## src/rtl/oam_dma_master.sv

```systemverilog
// OAM DMA bus initiator: on a CPU write of a page number to TRIG_ADDR, halts
// the CPU and copies COUNT bytes from {page, idx} to the OAM data port,
// alternating one READ and one WRITE cycle per byte. An optional ALIGN cycle
// keeps every READ on an odd parity cycle.
module oam_dma_master #(
  parameter int                    WIDTH      = 8,
  parameter int                    ADDR_WIDTH = 16,
  parameter logic [ADDR_WIDTH-1:0] TRIG_ADDR  = 16'h4014,
  parameter logic [ADDR_WIDTH-1:0] DEST_ADDR  = 16'h2004,
  parameter int                    COUNT      = 256
) (
  input  logic                  clk,
  input  logic                  reset_n,
  input  logic                  trig_we,
  input  logic [ADDR_WIDTH-1:0] trig_addr,
  input  logic [WIDTH-1:0]      trig_data,
  output logic [ADDR_WIDTH-1:0] bus_addr,
  output logic                  bus_we,
  output logic [WIDTH-1:0]      bus_dout,
  input  logic [WIDTH-1:0]      bus_din,
  output logic                  cpu_halt,
  output logic                  busy,
  output logic                  done
);

  // Index of the last byte of a transfer; COUNT is a power of two <= 256.
  localparam logic [7:0] LAST_IDX = 8'(COUNT - 1);

  typedef enum logic [2:0] {
    S_IDLE,
    S_HALT,
    S_ALIGN,
    S_READ,
    S_WRITE
  } state_e;

  state_e           state_q;
  logic [7:0]       page_q;
  logic [7:0]       idx_q;
  logic [WIDTH-1:0] data_q;
  logic             parity_q;
  logic             done_q;

  // Transfer sequencer, byte latch, parity toggle and completion pulse.
  // NOTE: every register here uses <= so all of them update from the same
  // pre-edge values; a blocking = would let later lines see half-updated state.
  always_ff @(posedge clk) begin
    if (!reset_n) begin
      // NOTE: the data latch is reset too; it is only a handful of flops and
      // keeps bus_dout deterministic out of reset.
      state_q  <= S_IDLE;
      page_q   <= '0;
      idx_q    <= '0;
      data_q   <= '0;
      parity_q <= 1'b0;
      done_q   <= 1'b0;
    end else begin
      parity_q <= ~parity_q;
      done_q   <= 1'b0;
      case (state_q)
        S_IDLE: begin
          if (trig_we && (trig_addr == TRIG_ADDR)) begin
            page_q  <= trig_data[7:0];
            idx_q   <= '0;
            state_q <= S_HALT;
          end
        end
        // An odd-parity HALT needs one dummy cycle so READ lands on parity 1.
        S_HALT:  state_q <= parity_q ? S_ALIGN : S_READ;
        S_ALIGN: state_q <= S_READ;
        S_READ: begin
          data_q  <= bus_din;
          state_q <= S_WRITE;
        end
        S_WRITE: begin
          if (idx_q == LAST_IDX) begin
            state_q <= S_IDLE;
            done_q  <= 1'b1;
          end else begin
            idx_q   <= idx_q + 8'd1;
            state_q <= S_READ;
          end
        end
        default: state_q <= S_IDLE;
      endcase
    end
  end

  // Bus outputs are a pure decode of the current state and registers.
  // NOTE: every output gets a default before the case, so no latch is inferred.
  always_comb begin
    bus_addr = '0;
    bus_we   = 1'b0;
    bus_dout = '0;
    cpu_halt = (state_q != S_IDLE);
    case (state_q)
      S_READ:  bus_addr = ADDR_WIDTH'({page_q, idx_q});
      S_WRITE: begin
        bus_addr = DEST_ADDR;
        bus_we   = 1'b1;
        bus_dout = data_q;
      end
      default: ;
    endcase
  end

  assign busy = cpu_halt;
  assign done = done_q;

endmodule

```

## config.mk

```make
export PLATFORM = sky130hd
export DESIGN_NAME = oam_dma_master
export DESIGN_NICKNAME = d
export VERILOG_FILES = /design/src/rtl/oam_dma_master.sv
export SDC_FILE = /design/constraint.sdc
export NUM_CORES = 1
export LEC_CHECK = 0
export CAP_MARGIN = 15
export CORE_MARGIN = 2
export CORE_UTILIZATION = 25
export CTS_CLUSTER_DIAMETER = 120
export DETAILED_ROUTE_END_ITERATION = 8
export GPL_TIMING_DRIVEN = 1
export PLACE_DENSITY = 0.61
export SYNTH_ARGS = -nofsm -noshare
export SYNTH_HDL_FRONTEND = slang
export SYNTH_SLANG_ARGS = --single-unit
export TNS_END_PERCENT = 10
```

## constraint.sdc

```tcl
create_clock -name clk -period 2.65 [get_ports clk]
set_input_delay 0.53 -clock clk [delete_from_list [all_inputs] [get_ports clk]]
set_output_delay 0.53 -clock clk [all_outputs]
set_load 0.005 [all_outputs]
```

# --- Word level (Yosys, flattened, before mapping) ---
# Cells that the tools add are included.
word_totals:
  reg_bits: 29
  latchBits: 0
  ram_bits: 0
  mem_bits_ro: 0
  input_bits: 35
  out_inout_bits: 28
  n_memories: 0
classes:
  addsub: 1
  n_mul: 0
  div: 0
  n_lt_le_gt_ge: 0
  n_eq_ne: 8
  shifts: 0
  muxes: 11
  n_bitwise: 1
  reduce_logical: 7
ops:
  columns: ["op", "n"]
  rows:
  - ["16-bit case mux with 2 select lines", 1]
  - ["8-bit two-way mux", 3]
  - ["16-bit by 15-bit == test with 1-bit output, second input constant", 1]
  - ["8-bit case mux with 2 select lines", 1]
  - ["3-bit case mux with 5 select lines", 1]
  - ["8-bit by 1-bit adder with 8-bit output, second input constant", 1]
  - ["8-bit == test, second input constant", 1]
  - ["3-bit by 2-bit == test with 1-bit output, second input constant", 2]
  - ["2-bit inequality test, second input constant", 2]
  - ["2-bit AND reduction", 2]
  - ["3-bit by 1-bit == test with 1-bit output, second input constant", 1]
  - ["3-bit == test, second input constant", 1]
  - ["3-bit zero test", 1]
  - ["1-bit two-way mux", 3]
  - ["3-bit two-way mux", 1]
  - ["3-bit AND reduction", 1]
  - ["3-bit nonzero test", 1]
  - ["2-bit two-way mux", 1]
  - ["2-bit nonzero test", 1]
  - ["1-bit logical AND", 1]
  - ["1-bit NOT", 1]

# --- Longest topological paths before layout ---
depth:
  depth_word: 4
  ltp_mapped: 6

# --- Worst setup path after synthesis ---
# No wires, ideal clock.
synth_path:
  kind: "flip-flop to output port"
  startpoint: "register state_q[2]"
  endpoint: "output bus_dout[0]"
  t_arrival_ps: 1219
  required_time_ps: 2120
  path_slack_ps: 901
  stages_incl_launch_ff: 6
  cell_sequence: "dfxtp_1 or3b_1 buf_2 inv_1 buf_2 and2_1"
synth_via:
  elab_chain_len: 2
synth_lines:
  columns: ["item", "line_no", "text"]
  rows:
  - ["from (decl)", "37", "state_e state_q;"]
  - ["from (signal assigned)", "69", "S_HALT: state_q <= parity_q ? S_ALIGN : S_READ;"]
  - ["3-bit == test", "96", "case (state_q)"]
  - ["8-bit two-way mux", "96", null]
  - ["to (decl)", "19", "output logic [WIDTH-1:0] bus_dout,"]
# Every way passes these cells.

# --- Worst setup path in the final report ---
# Ends and elaborated chain as after synthesis.

==> results.tsv <==
stage	metric	value	unit
grt	GR Layer Usage met1	0.145	
cts	buffers inserted during post-CTS setup optimization	0	
grt	met3 Use GR	0.0315	
hold_path	path type of the worst min-delay path	reg2reg	
sta	final-layout worst hold slack	0.437	ns
drt	Post-Route WL	3.79	mm
critical_path	crit path kind	reg2out	
synthesis	top cells by area, synth	dfxtp_1 40%, nand2_1 11%, and3_1 6.4%	
sta	slew at the pin closest to its max-slew limit	0.623	ns
grt	pin count of the biggest net entering global routing	22	
power_and_ir_drop	switching power	248	uW
synthesis	cell area after synthesis	1460	um^2
cts	number of buffers between clock root and the deepest sink	2	
grt	GRT busiest layer	met2	
power_and_ir_drop	power density relative to cell area	479	nW/um^2
drt	number of optimization iterations in the first detailed-route pass	4	
synthesis	synthesized instance count	182	
job	number of max-cap violations	0	
power_and_ir_drop	switching share of total power	0.228	
synthesis	area share of the largest cell type after synthesis	0.398	
drt	routed wirelength normalized by instance count	12.0	um
drt	DRC violation count after routing	0	
sta	RSZ-0062 raised after global routing	no	
placed_design	number of input and output port buffers inserted	62	
layout	commonest cells after routing, fill and taps aside	62 x clkdlybuf4s50_1, 41 x nand2_1, 29 x dfxtp_1	
placed_design	post-detailed-placement cell area	2150	um^2
power_and_ir_drop	Clk network pwr share	0.443	
critical_path	maximum fanout along the worst path	12	
grt	total global routing track utilization	0.123	
layout	share of final-layout standard cells stronger than drive strength 1	0.0697	
floorplan	IO Pins	63	
cts	clock-pin slew of the registers on the worst-case setup and hold paths	0.06	ns
layout	growth of design area from synthesis to finish	55.5	%
placed_design	RD Place Congestion	0.752	
sta	period utilization	0.950	
critical_path	category of the worst setup path capture point	output port	
sta	Post-Route Setup TNS	0	ns
cts	clock tree from TritonCTS	done	
drt	per-cell via count in the routed design	4.70	
floorplan	Die Footprint	6460	um^2
synthesis	number of distinct library cells after synthesis	36	
sta	number of endpoints with negative hold slack in the final report	0	
layout	final instance area	2270	um^2
grt	antenna violations before repair	0	
grt	met2 GRT Util	0.210	
cts	number of sinks handled by clock tree synthesis	29	
cts	clock root buffer	clkbuf_8	
layout	final non-filler cell total	316	
cts	H-tree Lvls	2	
critical_path	crit path DAT	1.99	ns
sta	final setup violating endpoints	0	
drt	residual antenna-violating net count after detailed routing	0	
floorplan	area of the core	5570	um^2
power_and_ir_drop	internal power component	839	uW
power_and_ir_drop	proportion of power drawn by combinational gates	0.143	
sta	highest achievable clock rate	397	MHz
grt	number of global-route vias before repair	1350	
synthesis	fraction of the yosys area taken by sequential cells	0.398	
synthesis	leading area contributor after synthesis	dfxtp_1	
layout	nets@finish	279	
floorplan	initial cell density of the core	0.262	
sta	fin. max-slew vios	0	
synthesis	warnings from Yosys	0	
floorplan	Die Ht	80.4	um
floorplan	die width	80.4	um
sta	headroom to the max-slew limit	0.582	
synthesis	per-instance average area after synthesis	8.02	um^2
critical_path	required time of the critical path	2.12	ns
layout	ANT cells	0	
synthesis	number of nets in the synthesized netlist	218	
cts	Num CTS Buffers	5	
critical_path	Critical Path Source Type	flip-flop	
placed_design	cell count after placement	308	
layout	commonest non-fill, non-tap cell in the layout	clkdlybuf4s50_1	
cts	Post-CTS Hold Fix Bufs	0	
synthesis	number of flip-flops and latches in the synthesized netlist	29	
power_and_ir_drop	leakage component of the power	0.856	nW
sta	minimum clock period	2.52	ns
drt	total via count after detailed routing	1484	
grt	global-route wire length before repair	6.15	mm
sta	largest clock skew in the final design	0.00503	ns
placed_design	placed wire-length estimate after detailed placement	2.73	mm
floorplan	floorplan row count	27	
power_and_ir_drop	VDD IR-drop max	0.215	mV
power_and_ir_drop	sequential share of power	0.415	
grt	overflow left after global routing	0	
drt	Starting DRT DRC Count	74	
cts	Clock Latency Late Sink	0.28	ns
status	run status	completed	
==> sequential cells by signal (all words and copies together), names as in the netlist <==
register,cells
done,1
parity_q,1
page_q,8
state_q,3
idx_q,8
data_q,8
==> metal layers <==
| layer | vias to the layer above | part of all wire |
|---|---|---|
| met5 | - | 0 |
| met4 | 0 | 0.014 |
| met3 | 4 | 0.061 |
| met2 | 53 | 0.49 |
| met1 | 670 | 0.44 |
| li1 | 757 | - |
==> Yosys cell counts <==
| master | count |
|---|---|
| and3_1 | 15 |
| o22ai_1 | 4 |
| nor3b_1 | 1 |
| o21ai_1 | 1 |
| mux2i_1 | 8 |
| nand4_1 | 3 |
| o311a_1 | 1 |
| and2_1 | 9 |
| nor2b_1 | 3 |
| buf_2 | 3 |
| buf_4 | 1 |
| o21ai_0 | 3 |
| ha_1 | 1 |
| clkbuf_2 | 1 |
| o211a_1 | 1 |
| or3b_1 | 1 |
| a21oi_1 | 8 |
| and4_1 | 1 |
| nand2_1 | 41 |
| nor3_4 | 1 |
| nand3_1 | 10 |
| xor2_1 | 4 |
| clkbuf_1 | 6 |
| dfxtp_1 | 29 |
| nor2_1 | 7 |
| o32ai_1 | 3 |
| buf_6 | 1 |
| or3_4 | 1 |
| buf_1 | 2 |
| inv_1 | 2 |
| nand2b_1 | 1 |
| nor4b_1 | 3 |
| nor3_1 | 2 |
| o211ai_1 | 2 |
| o21a_1 | 1 |
| a211oi_1 | 1 |
==> cells by family after synthesis <==
kind of cell / count (synthesis) / share of synthesized area
AND/OR/NAND/NOR: 99 / 0.352
flip-flops: 29 / 0.398
AO/OA/AOI/OAI: 25 / 0.111
buffers and inverters: 16 / 0.0523
multiplexers: 8 / 0.0549
XOR/XNOR: 4 / 0.0240
adder cells (fa/ha/maj): 1 / 0.00857
==> stage by stage <==
step / power (mW) / util / setup WS, ns
2_1_floorplan: 0.528 / - / 0.901
3_3_place_gp: 0.615 / 0.385 / 0.323
3_5_place_dp: 0.615 / 0.385 / 0.277
4_1_cts: 1.10 / 0.407 / 0.0751
5_1_grt: 1.14 / 0.407 / 0.0409
6_report: 1.09 / 0.407 / 0.131
==> power groups by stage <==
stage	combinational, mW	sequential, mW	clock (mW)
2_1_floorplan	0.0684	0.460	0
3_3_place_gp	0.155	0.460	0
3_5_place_dp	0.155	0.460	0
4_1_cts	0.157	0.451	0.495
5_1_grt	0.168	0.453	0.518
6_report	0.155	0.451	0.481
==> worst max-delay path, cell delays in order, from the launching register on <==
cell and delay, ns:
dfxtp_1 0.40, or3b_1 0.51, inv_4 0.16, and2_1 0.14
clkdlybuf4s50_1 0.50
==> layout make-up <==
cell class / count / area [um^2]
clock buffers: 6 / 82.6
fillers: 560 / 3310
inverters: 2 / 10.0
flip-flops and latches: 29 / 581
well taps: 72 / 90.1
multi-input cells: 137 / 802
clock inverters: 2 / 37.5
repair buffers: 68 / 666
==> final timing paths <==
kind                               endpoint  slack [ns]        from  cells after the start
worst max-delay path            bus_dout[0]        0.13  state_q[2]                      4
worst min-delay path               parity_q        0.44    parity_q                      1
worst max register to register     idx_q[7]        0.85    idx_q[0]                      5
worst min register to register     parity_q        0.44    parity_q                      1
==> what timing repair did <==
action	CTS	global route
gates resized for setup	1	1
setup endpoints to repair	8	4
pin swaps	0	0
Power figures use the tool's default switching activity.
